==> src/rtl/ff_pkg.sv <==
// Shared mode encoding for the configurable bistable register bank.
package ff_pkg;

    typedef logic [1:0] mode_t;

    localparam mode_t MODE_JK = 2'b00;
    localparam mode_t MODE_SR = 2'b01;
    localparam mode_t MODE_D  = 2'b10;
    localparam mode_t MODE_T  = 2'b11;

endpackage

==> src/rtl/jk_register_bank_if.sv <==
// Control/status bundle between a driver and the register bank.
interface jk_register_bank_if
    import ff_pkg::*;
#(
    parameter int WIDTH = 8,
    parameter int CNT_W = 16
);
    logic             en;
    mode_t            mode;
    logic [WIDTH-1:0] j;
    logic [WIDTH-1:0] k;
    logic             load;
    logic [WIDTH-1:0] load_data;
    logic             clr_err;
    logic [WIDTH-1:0] q;
    logic [WIDTH-1:0] qn;
    logic [WIDTH-1:0] sr_err;
    logic [CNT_W-1:0] chg_cnt;

    modport master (
        output en, mode, j, k, load, load_data, clr_err,
        input  q, qn, sr_err, chg_cnt
    );

    modport slave (
        input  en, mode, j, k, load, load_data, clr_err,
        output q, qn, sr_err, chg_cnt
    );
endinterface

==> src/rtl/jk_cell.sv <==
// Single-channel next-state logic for JK/SR/D/T behaviour plus SR-illegal detect.
module jk_cell
    import ff_pkg::*;
(
    input  mode_t mode,
    input  logic  j,
    input  logic  k,
    input  logic  q,
    output logic  q_next,
    output logic  err_set
);

    always_comb begin
        q_next  = q;
        err_set = 1'b0;
        case (mode)
            MODE_JK: begin
                case ({j, k})
                    2'b01:   q_next = 1'b0;
                    2'b10:   q_next = 1'b1;
                    2'b11:   q_next = ~q;
                    default: q_next = q;
                endcase
            end
            MODE_SR: begin
                case ({j, k})
                    2'b01:   q_next = 1'b0;
                    2'b10:   q_next = 1'b1;
                    2'b11:   err_set = 1'b1;  // illegal: hold and flag
                    default: q_next = q;
                endcase
            end
            MODE_D:  q_next = j;
            MODE_T:  q_next = j ? ~q : q;
            default: q_next = q;
        endcase
    end

endmodule

==> src/rtl/jk_register_bank.sv <==
// Bank of WIDTH mode-selectable flip-flops with load, enable, sticky SR-error
// flags and a saturating count of bit transitions.
module jk_register_bank
    import ff_pkg::*;
#(
    parameter int               WIDTH   = 8,
    parameter logic [WIDTH-1:0] RST_VAL = '0,
    parameter int               CNT_W   = 16
) (
    input logic              clk,
    input logic              rst,
    jk_register_bank_if.slave bus
);

    localparam int POP_W = $clog2(WIDTH + 1);
    localparam int SUM_W = ((CNT_W > POP_W) ? CNT_W : POP_W) + 1;
    localparam logic [SUM_W-1:0] CNT_MAX = SUM_W'({CNT_W{1'b1}});

    logic [WIDTH-1:0] q_reg, q_next;
    logic [WIDTH-1:0] qn_reg;
    logic [WIDTH-1:0] err_reg, err_next;
    logic [CNT_W-1:0] cnt_reg, cnt_next;
    logic [WIDTH-1:0] cell_next, cell_err;
    logic [WIDTH-1:0] diff;
    logic [POP_W-1:0] pop;
    logic [SUM_W-1:0] sum;

    generate
        for (genvar gi = 0; gi < WIDTH; gi++) begin : g_cell
            jk_cell u_cell (
                .mode    (bus.mode),
                .j       (bus.j[gi]),
                .k       (bus.k[gi]),
                .q       (q_reg[gi]),
                .q_next  (cell_next[gi]),
                .err_set (cell_err[gi])
            );
        end
    endgenerate

    always_comb begin
        q_next   = q_reg;
        err_next = err_reg;
        if (bus.load) begin
            q_next = bus.load_data;
        end else if (bus.en) begin
            q_next = cell_next;
        end
        if (bus.clr_err) begin
            err_next = '0;
        end
        // A fresh error is ORed in after the clear so it wins on a collision.
        if (bus.en && !bus.load) begin
            err_next = err_next | cell_err;
        end
    end

    always_comb begin
        diff = q_next ^ q_reg;
        pop  = '0;
        for (int i = 0; i < WIDTH; i++) begin
            pop = pop + POP_W'(diff[i]);
        end
        sum      = SUM_W'(cnt_reg) + SUM_W'(pop);
        cnt_next = (sum > CNT_MAX) ? {CNT_W{1'b1}} : sum[CNT_W-1:0];
    end

    always_ff @(posedge clk) begin
        if (rst) begin
            q_reg   <= RST_VAL;
            qn_reg  <= ~RST_VAL;
            err_reg <= '0;
            cnt_reg <= '0;
        end else begin
            q_reg   <= q_next;
            qn_reg  <= ~q_next;
            err_reg <= err_next;
            cnt_reg <= cnt_next;
        end
    end

    assign bus.q       = q_reg;
    assign bus.qn      = qn_reg;
    assign bus.sr_err  = err_reg;
    assign bus.chg_cnt = cnt_reg;

endmodule

==> src/flat_wrapper.sv <==
// flat-port wrapper written by rule: the top's interface ports become plain ports
module jk_register_bank_flat import ff_pkg::*;
#(
    parameter int               WIDTH   = 8,
    parameter logic [WIDTH-1:0] RST_VAL = '0,
    parameter int               CNT_W   = 16
)
  (clk, rst, bus_en, bus_mode, bus_j, bus_k, bus_load, bus_load_data, bus_clr_err, bus_q, bus_qn, bus_sr_err, bus_chg_cnt);
  jk_register_bank_if #(.WIDTH(WIDTH), .CNT_W(CNT_W)) bus_i ();
  input logic clk;
  input logic rst;
  input wire logic [$bits(bus_i.en)-1:0] bus_en;
  input wire logic [$bits(bus_i.mode)-1:0] bus_mode;
  input wire logic [$bits(bus_i.j)-1:0] bus_j;
  input wire logic [$bits(bus_i.k)-1:0] bus_k;
  input wire logic [$bits(bus_i.load)-1:0] bus_load;
  input wire logic [$bits(bus_i.load_data)-1:0] bus_load_data;
  input wire logic [$bits(bus_i.clr_err)-1:0] bus_clr_err;
  output wire logic [$bits(bus_i.q)-1:0] bus_q;
  output wire logic [$bits(bus_i.qn)-1:0] bus_qn;
  output wire logic [$bits(bus_i.sr_err)-1:0] bus_sr_err;
  output wire logic [$bits(bus_i.chg_cnt)-1:0] bus_chg_cnt;
  assign bus_i.en = bus_en;
  assign bus_i.mode = bus_mode;
  assign bus_i.j = bus_j;
  assign bus_i.k = bus_k;
  assign bus_i.load = bus_load;
  assign bus_i.load_data = bus_load_data;
  assign bus_i.clr_err = bus_clr_err;
  assign bus_q = bus_i.q;
  assign bus_qn = bus_i.qn;
  assign bus_sr_err = bus_i.sr_err;
  assign bus_chg_cnt = bus_i.chg_cnt;
  jk_register_bank #(.WIDTH(WIDTH), .RST_VAL(RST_VAL), .CNT_W(CNT_W)) u_core (.clk(clk), .rst(rst), .bus(bus_i));
endmodule
==> config.mk <==
export PLATFORM = sky130hd
export DESIGN_NAME = jk_register_bank_flat
export DESIGN_NICKNAME = d
export VERILOG_FILES = /design/src/rtl/ff_pkg.sv /design/src/rtl/jk_register_bank_if.sv /design/src/rtl/jk_cell.sv /design/src/rtl/jk_register_bank.sv /design/src/flat_wrapper.sv
export SDC_FILE = /design/constraint.sdc
export NUM_CORES = 1
export LEC_CHECK = 0
export CORE_MARGIN = 2
export CORE_UTILIZATION = 45
export CTS_BUF_LIST = sky130_fd_sc_hd__clkbuf_4 sky130_fd_sc_hd__clkbuf_8 sky130_fd_sc_hd__clkbuf_16
export CTS_CLUSTER_SIZE = 8
export DETAILED_ROUTE_END_ITERATION = 6
export PLACE_DENSITY = 0.85
export SYNTH_ARGS = -nofsm -noshare
export SYNTH_HDL_FRONTEND = slang
export SYNTH_SLANG_ARGS = --single-unit
==> constraint.sdc <==
create_clock -name clk -period 5.5 [get_ports clk]
set_input_delay 1.1 -clock clk [delete_from_list [all_inputs] [get_ports clk]]
set_output_delay 1.1 -clock clk [all_outputs]
set_load 0.01 [all_outputs]
==> impl_metrics.json, run 1 <==
{
  "clock_latency_ns": 0.32,
  "peakVddDrop_uv": 240,
  "grt_remaining_overflow": 0,
  "power_leakage_nw": 1.96,
  "ant_nets": 0,
  "num_vias": 3362,
  "skew_ns": 0.0199,
  "synth_warnings": 0,
  "die_w_microns": 82.3,
  "die_y_microns": 82.3,
  "ys_ff_latch": 40,
  "std_cell_rows": 28,
  "synth_edf_count": 0,
  "cp.required_ns": 5.70,
  "place.gp.congestion": 0.918,
  "antenna_found_initial": 0,
  "cts.sinks": 40,
  "maxCapViolCount": 0,
  "antenna_cells": 0,
  "mostFrequentLayoutCells": "buf_4, clkdlybuf4s50_1, dfxtp_1",
  "dp_hpwl_microns": 5740,
  "route.detailed.drc": 0,
  "p_sw_share_pct": 37.9,
  "p_per_area_mw_per_mm2": 271,
  "setup_viol": 15,
  "finalHoldViolations": 0,
  "fin_ws_ns": -0.0958,
  "tightest_slew_ns": 0.563,
  "crit_chain": "buf_2 > inv_2 > ha_4 > nand3b_1 > o21ai_1 > a22oi_2 > mux2i_2 > ha_1 > fa_1 > inv_2 > fa_1 > fa_2 > fa_2 > xnor2_2 > ha_4 > buf_4 > a21oi_2 > o21ai_4 > nand2_1 > xnor2_1 > a21oi_2",
  "power.share.clock_pct": 21.1,
  "syn_to_final_growth_pct": 65.2,
  "tritoncts": "built",
  "dieArea_sq_mm": 0.00678,
  "drv_slew": 0,
  "dp_cells": 491,
  "start_util_pct": 46.6,
  "drt-total-wl_microns": 11600,
  "largest_reg_flops": 16,
  "synth_flop_cell": "dfxtp_1",
  "grt_setup_unrepaired": "yes",
  "cts-buffers-inserted": 5,
  "final_area_sq_mm": 0.00456,
  "worst_hold_slack_ns": 0.502,
  "path_clk_slew_ns": 0.10,
  "min_path_type": "flop to flop",
  "h-tree-depth": 2,
  "vias_per_cell": 6.19,
  "synth_seq_area_share_pct": 29.0,
  "synthesis.area_sq_mm": 0.00276,
  "cp-start-kind": "input pin",
  "first_pass_iters": 5,
  "dr.first_iter.drc_count": 321,
  "reg2reg_depth": 18,
  "whs_path_depth": 2,
  "wl_per_cell_microns": 21.4,
  "p_comb_share_pct": 51.9,
  "avgSynthCellArea_sq_um": 8.44,
  "place_area_sq_mm": 0.00378,
  "cp.depth": 21,
  "stdcell_count": 543,
  "numPortBuffers": 70,
  "p_seq_share_pct": 27.0,
  "grt_pass1_wl_microns": 16100,
  "crit_slowest_cell": "fa_1",
  "ctsHoldBuffers": 0,
  "nNetsFinal": 526,
  "syn_inst": 327,
  "async_reset_ff_share_pct": 0,
  "root_buffer": "clkbuf_8",
  "clock_path_buffers": 2,
  "crit_path_end_kind": "flop",
  "p_total_mw": 1.24,
  "max_freq_ghz": 0.179,
  "pin_count": 71,
  "violations": "negative setup slack",
  "core_sq_mm": 0.00592,
  "status": "finished, violations left",
  "drive_gt1_share_pct": 36.1,
  "crit_fanout": 6,
  "maxSlewHeadroom_pct": 62.5,
  "layout_commonest_cell": "buf_4",
  "grt_pass1_vias": 3195,
  "grt_start_max_net_pins": 41,
  "worst-path-buf-inv": 4,
  "grtUsageTotal_pct": 31.9,
  "crit_type": "input pin to flop",
  "cp_top_family": "adder cells",
  "setup_tns_ns": -0.893,
  "cp_slowest_stage_delay_ns": 0.53,
  "synth_cell_types": 49,
  "synth_fp_nets": 386,
  "fin_util_pct": 77.0,
  "finalCriticalPeriod_ns": 5.60,
  "place_ws_ns": -0.772,
  "post-route-period-util_pct": 102,
  "p_int_mw": 0.769,
  "arrival_ns": 5.79,
  "power.switching_mw": 0.469
}
logic make-up after synthesis:
group | after synthesis | synth area share, %
AND/OR/NAND/NOR | 90 | 17.8
AO/OA/AOI/OAI | 83 | 19.7
buffers and inverters | 57 | 9.47
flip-flops | 40 | 29.0
adder cells (fa/ha/maj) | 35 | 16.7
XOR/XNOR | 15 | 4.76
multiplexers | 7 | 2.54
path summary, 6_finish.rpt:
| check | from | to | slack [ns] |
|---|---|---|---|
| worst max-delay path | bus_k[1] | u_core.bus.chg_cnt[9]$_SDFF_PP0_ | -0.1 |
| worst min-delay path | u_core.bus.q[7]$_SDFF_PP0_ | u_core.bus.q[7]$_SDFF_PP0_ | 0.50 |
| worst max register to register | u_core.bus.q[1]$_SDFF_PP0_ | u_core.bus.chg_cnt[9]$_SDFF_PP0_ | 0.39 |
| worst min register to register | u_core.bus.q[7]$_SDFF_PP0_ | u_core.bus.q[7]$_SDFF_PP0_ | 0.50 |
repair_timing:
| item | CTS | global route |
|---|---|---|
| pin swaps | 22 | 33 |
| gates resized for setup | 42 | 75 |
| cloned | 2 | 0 |
| endpoints found under the setup margin | 16 | 18 |
| buffers inserted | 39 | 5 |
synthesized netlist by cell type, types with 2 or more instances:
cell type / count / area [sq um]
maj3_2: 3 / 33.8
o31ai_1: 3 / 22.5
nand3b_1: 3 / 22.5
nand2_1: 18 / 67.6
a21o_1: 8 / 60.1
buf_4: 8 / 60.1
nor2_1: 11 / 41.3
a221oi_1: 3 / 26.3
mux2i_1: 7 / 70.1
maj3_1: 4 / 40.0
nand2b_1: 5 / 31.3
inv_1: 32 / 120
dfxtp_1: 40 / 801
buf_2: 4 / 20.0
o21ai_0: 9 / 45.0
nor2b_1: 24 / 150
or4_1: 3 / 22.5
ha_1: 23 / 288
a211oi_1: 5 / 37.5
xnor2_1: 7 / 61.3
a22oi_1: 3 / 22.5
xor2_1: 8 / 70.1
a21oi_1: 31 / 155
or3_1: 3 / 18.8
a31oi_1: 7 / 43.8
nor3_1: 4 / 20.0
clkbuf_1: 11 / 41.3
nand3_1: 9 / 45.0
a32o_1: 4 / 40.0
o311a_1: 2 / 20.0
fa_1: 5 / 100
and3_1: 3 / 18.8
cell type report:
type | instances | area (sq um)
well taps | 75 | 93.8
flip-flops and latches | 40 | 801
multi-input cells | 230 | 2050
fillers | 349 | 1360
repair buffers | 157 | 1370
inverters | 33 | 136
clock inverters | 3 | 46.3
clock buffers | 5 | 68.8
worst reg2reg max path, delay by kind of cell, from the launching register on:
kind            cells  cell delay [ns]
flops               1             0.55
mux                 1             0.27
fa+ha+maj           7             2.70
buf+inv             2             0.20
compound gates      5             0.72
simple gates        1             0.16
xor+xnor            2             0.42
power groups by stage:
stage	logic [mW]	clock network [mW]	registers, mW
6_report	0.643	0.261	0.335
5_1_grt	0.673	0.275	0.335
4_1_cts	0.477	0.253	0.328
3_5_place_dp	0.404	0	0.333
3_3_place_gp	0.377	0	0.333
2_1_floorplan	0.231	0	0.337
per-layer routing:
layer	wire length [microns]	global-route usage [%]
met1	4170	37.3
met2	5290	52.9
met3	1190	6.41
met4	953	20.2
met5	0	0
(Power assumes the default switching activity.)
==> run 2, diff against run 1 <==
--- a/config.mk
+++ b/config.mk
@@ -5,12 +5,14 @@
 export SDC_FILE = /design/constraint.sdc
 export NUM_CORES = 1
 export LEC_CHECK = 0
+export ABC_AREA = 1
 export CORE_MARGIN = 2
 export CORE_UTILIZATION = 45
 export CTS_BUF_LIST = sky130_fd_sc_hd__clkbuf_4 sky130_fd_sc_hd__clkbuf_8 sky130_fd_sc_hd__clkbuf_16
 export CTS_CLUSTER_SIZE = 8
 export DETAILED_ROUTE_END_ITERATION = 6
 export PLACE_DENSITY = 0.85
+export SLEW_MARGIN = 20
 export SYNTH_ARGS = -nofsm -noshare
 export SYNTH_HDL_FRONTEND = slang
 export SYNTH_SLANG_ARGS = --single-unit
==> constraint.sdc (replaced) <==
create_clock -name clk -period 5.5 [get_ports clk]
set_input_delay 1.1 -clock clk [delete_from_list [all_inputs] [get_ports clk]]
set_output_delay 1.1 -clock clk [all_outputs]
set_load 0.005 [all_outputs]
==> run 2 against run 1 <==
The flow now finishes without violations. Final cell count increased by 13%. Clock power increased by 3%. Critical path depth increased by 17. Cell area decreased by 8.3%. Clock skew decreased by 0.014 ns. Register-to-register slack improved by 0.41 ns. Critical endpoint is now u_core.bus.q[0]$_SDFF_PP0_. Highest routed layer unchanged.
==> impl_metrics.json, run 2 <==
{
  "status": "completed",
  "mostFrequentLayoutCells": "nand2_1, inv_1, buf_4",
  "cp-start-kind": "input pin",
  "crit_slowest_cell": "ha_1",
  "ys_top_cells_by_count": "nand2_1, inv_1, dfxtp_1",
  "drive_gt1_share_pct": 20.6,
  "grt_remaining_overflow": 0,
  "dr.first_iter.drc_count": 241,
  "clock_latency_ns": 0.30,
  "finalHoldViolations": 0,
  "ctsHoldBuffers": 0,
  "synth_cell_types": 31,
  "synthesis.area_sq_mm": 0.00277,
  "synth_most_common_cell": "nand2_1",
  "cp_top_family": "buffers and inverters",
  "p_seq_share_pct": 29.9,
  "h-tree-depth": 2,
  "drt-total-wl_microns": 9260,
  "finalCriticalPeriod_ns": 5.46,
  "syn_inst": 409,
  "min_path_type": "flop to flop",
  "avgSynthCellArea_sq_um": 6.77,
  "die_y_microns": 82.4,
  "power_leakage_nw": 2.15,
  "synth_fp_nets": 468,
  "post-route-period-util_pct": 99.3,
  "synth_seq_area_share_pct": 28.9,
  "synth_top_area_share_pct": 28.9,
  "p_sw_share_pct": 33.2,
  "cp_slowest_stage_delay_ns": 0.27,
  "power.switching_mw": 0.369,
  "synth_area_leaders": "dfxtp_1, nand2_1, ha_1",
  "first_pass_iters": 5,
  "ys_ff_latch": 40,
  "p_comb_share_pct": 45.9,
  "synth_flop_cell": "dfxtp_1",
  "path_clk_slew_ns": 0.08,
  "worst_hold_slack_ns": 0.466,
  "root_buffer": "clkbuf_8",
  "skew_ns": 0.00548,
  "grt.met3_usage_pct": 5.22,
  "layout_commonest_cell": "nand2_1",
  "max_freq_ghz": 0.183,
  "cts-buffers-inserted": 5,
  "drv_slew": 0,
  "async_reset_ff_share_pct": 0,
  "num_vias": 3256,
  "numPortBuffers": 70,
  "arrival_ns": 5.66,
  "syn_to_final_growth_pct": 51.0,
  "pin_count": 71,
  "die_w_microns": 82.4,
  "tightest_slew_ns": 0.837,
  "grt_pass1_wl_microns": 13600,
  "route.detailed.drc": 0,
  "place.gp.congestion": 0.908,
  "grt_pass1_vias": 3058,
  "crit_fanout": 2,
  "grtUsageTotal_pct": 26.5,
  "ant_nets": 0,
  "synth_warnings": 0,
  "tritoncts": "built",
  "maxSlewHeadroom_pct": 44.0,
  "antenna_found_initial": 0,
  "power.share.clock_pct": 24.2,
  "peakVddDrop_uv": 190,
  "vias_per_cell": 5.31,
  "dieArea_sq_mm": 0.00680,
  "setup_viol": 0,
  "cp.required_ns": 5.70,
  "cts.sinks": 40,
  "wl_per_cell_microns": 15.1,
  "grtUsageMet2_pct": 46.5,
  "nNetsFinal": 596,
  "dp_hpwl_microns": 5810,
  "antenna_cells": 0,
  "crit_type": "input pin to flop",
  "p_per_area_mw_per_mm2": 266,
  "crit_path_end_kind": "flop",
  "maxCapViolCount": 0,
  "synth_edf_count": 0,
  "path_common_cell": "buf_4",
  "grt_use_met1_pct": 30.3,
  "start_util_pct": 46.8,
  "std_cell_rows": 28,
  "yosysTopAreaCell": "dfxtp_1",
  "grt_start_max_net_pins": 19,
  "worst-path-buf-inv": 33,
  "busiest_layer": "met2",
  "setup_tns_ns": 0,
  "core_sq_mm": 0.00592,
  "p_int_mw": 0.744,
  "clock_path_buffers": 2,
  "largest_reg_flops": 16
}
==> run 2: kinds of logic after synthesis <==
logic type,share of synthesized area [%]
simple gates,31.5
buf+inv,13.6
compound gates,9.76
flops,28.9
fa+ha+maj,14.0
xor+xnor,2.21
==> run 2: area by class of cell <==
class | count | area (sq um)
Multi-Input combinational cell | 283 | 1660
Fill cell | 414 | 1740
Clock buffer | 7 | 96.3
Timing Repair Buffer | 136 | 1230
Sequential cell | 40 | 801
Clock inverter | 1 | 30.0
Tap cell | 75 | 93.8
Inverter | 71 | 267
==> run 2: repair_timing <==
action                                  4_1_cts  5_1_grt
pin swaps                                    13       23
endpoints found under the setup margin       16       18
gates resized for setup                      14       33
setup buffers                                32        3
cloned                                        0        1
==> run 2: layer usage <==
metal / routed length [microns] / vias up / share of wire [%]
met5: 0 / - / 0
met1: 3530 / 1499 / 38
li1: - / 1539 / -
met4: 422 / 0 / 4.6
met2: 4670 / 176 / 50
met3: 634 / 42 / 6.8
==> run 2: stage by stage <==
step	cells	utilization, %	power (mW)	setup WS (ns)	area [sq um]
after detailed placement	569	62.1	0.738	-0.725	3680
after global placement	569	62.1	0.722	-0.586	3680
after CTS	609	69.0	1.06	0.0102	4080
after global routing	613	70.6	1.19	-0.0602	4180
after floorplan	409	-	0.579	0.0814	2770
final	613	70.6	1.11	0.0369	4180
==> run 2: path summary, 6_finish.rpt <==
path                                   startpoint                          endpoint  slack [ns]  cells after the start
setup / recovery                         bus_k[0]        u_core.bus.q[0]$_SDFF_PP0_        0.04                     38
hold / removal    u_core.bus.sr_err[5]$_SDFF_PP0_   u_core.bus.sr_err[5]$_SDFF_PP0_        0.47                      2
setup reg to reg       u_core.bus.q[0]$_SDFF_PP0_  u_core.bus.chg_cnt[7]$_SDFF_PP0_        0.80                     23
hold reg to reg   u_core.bus.sr_err[5]$_SDFF_PP0_   u_core.bus.sr_err[5]$_SDFF_PP0_        0.47                      2
==> run 2: power by group through the flow <==
stage               Clock [mW]  Sequential (mW)  Combinational [mW]
global route             0.282            0.335               0.572
floorplan                    0            0.334               0.245
finish                   0.270            0.333               0.511
CTS                      0.270            0.331               0.462
detailed placement           0            0.337               0.401
global placement             0            0.336               0.386
==> run 2: tightest hold or removal path, stage by stage, from the launching register on <==
cell	delay (ns)
dfxtp_1	0.32
nand2_1	0.06
a21oi_1	0.05
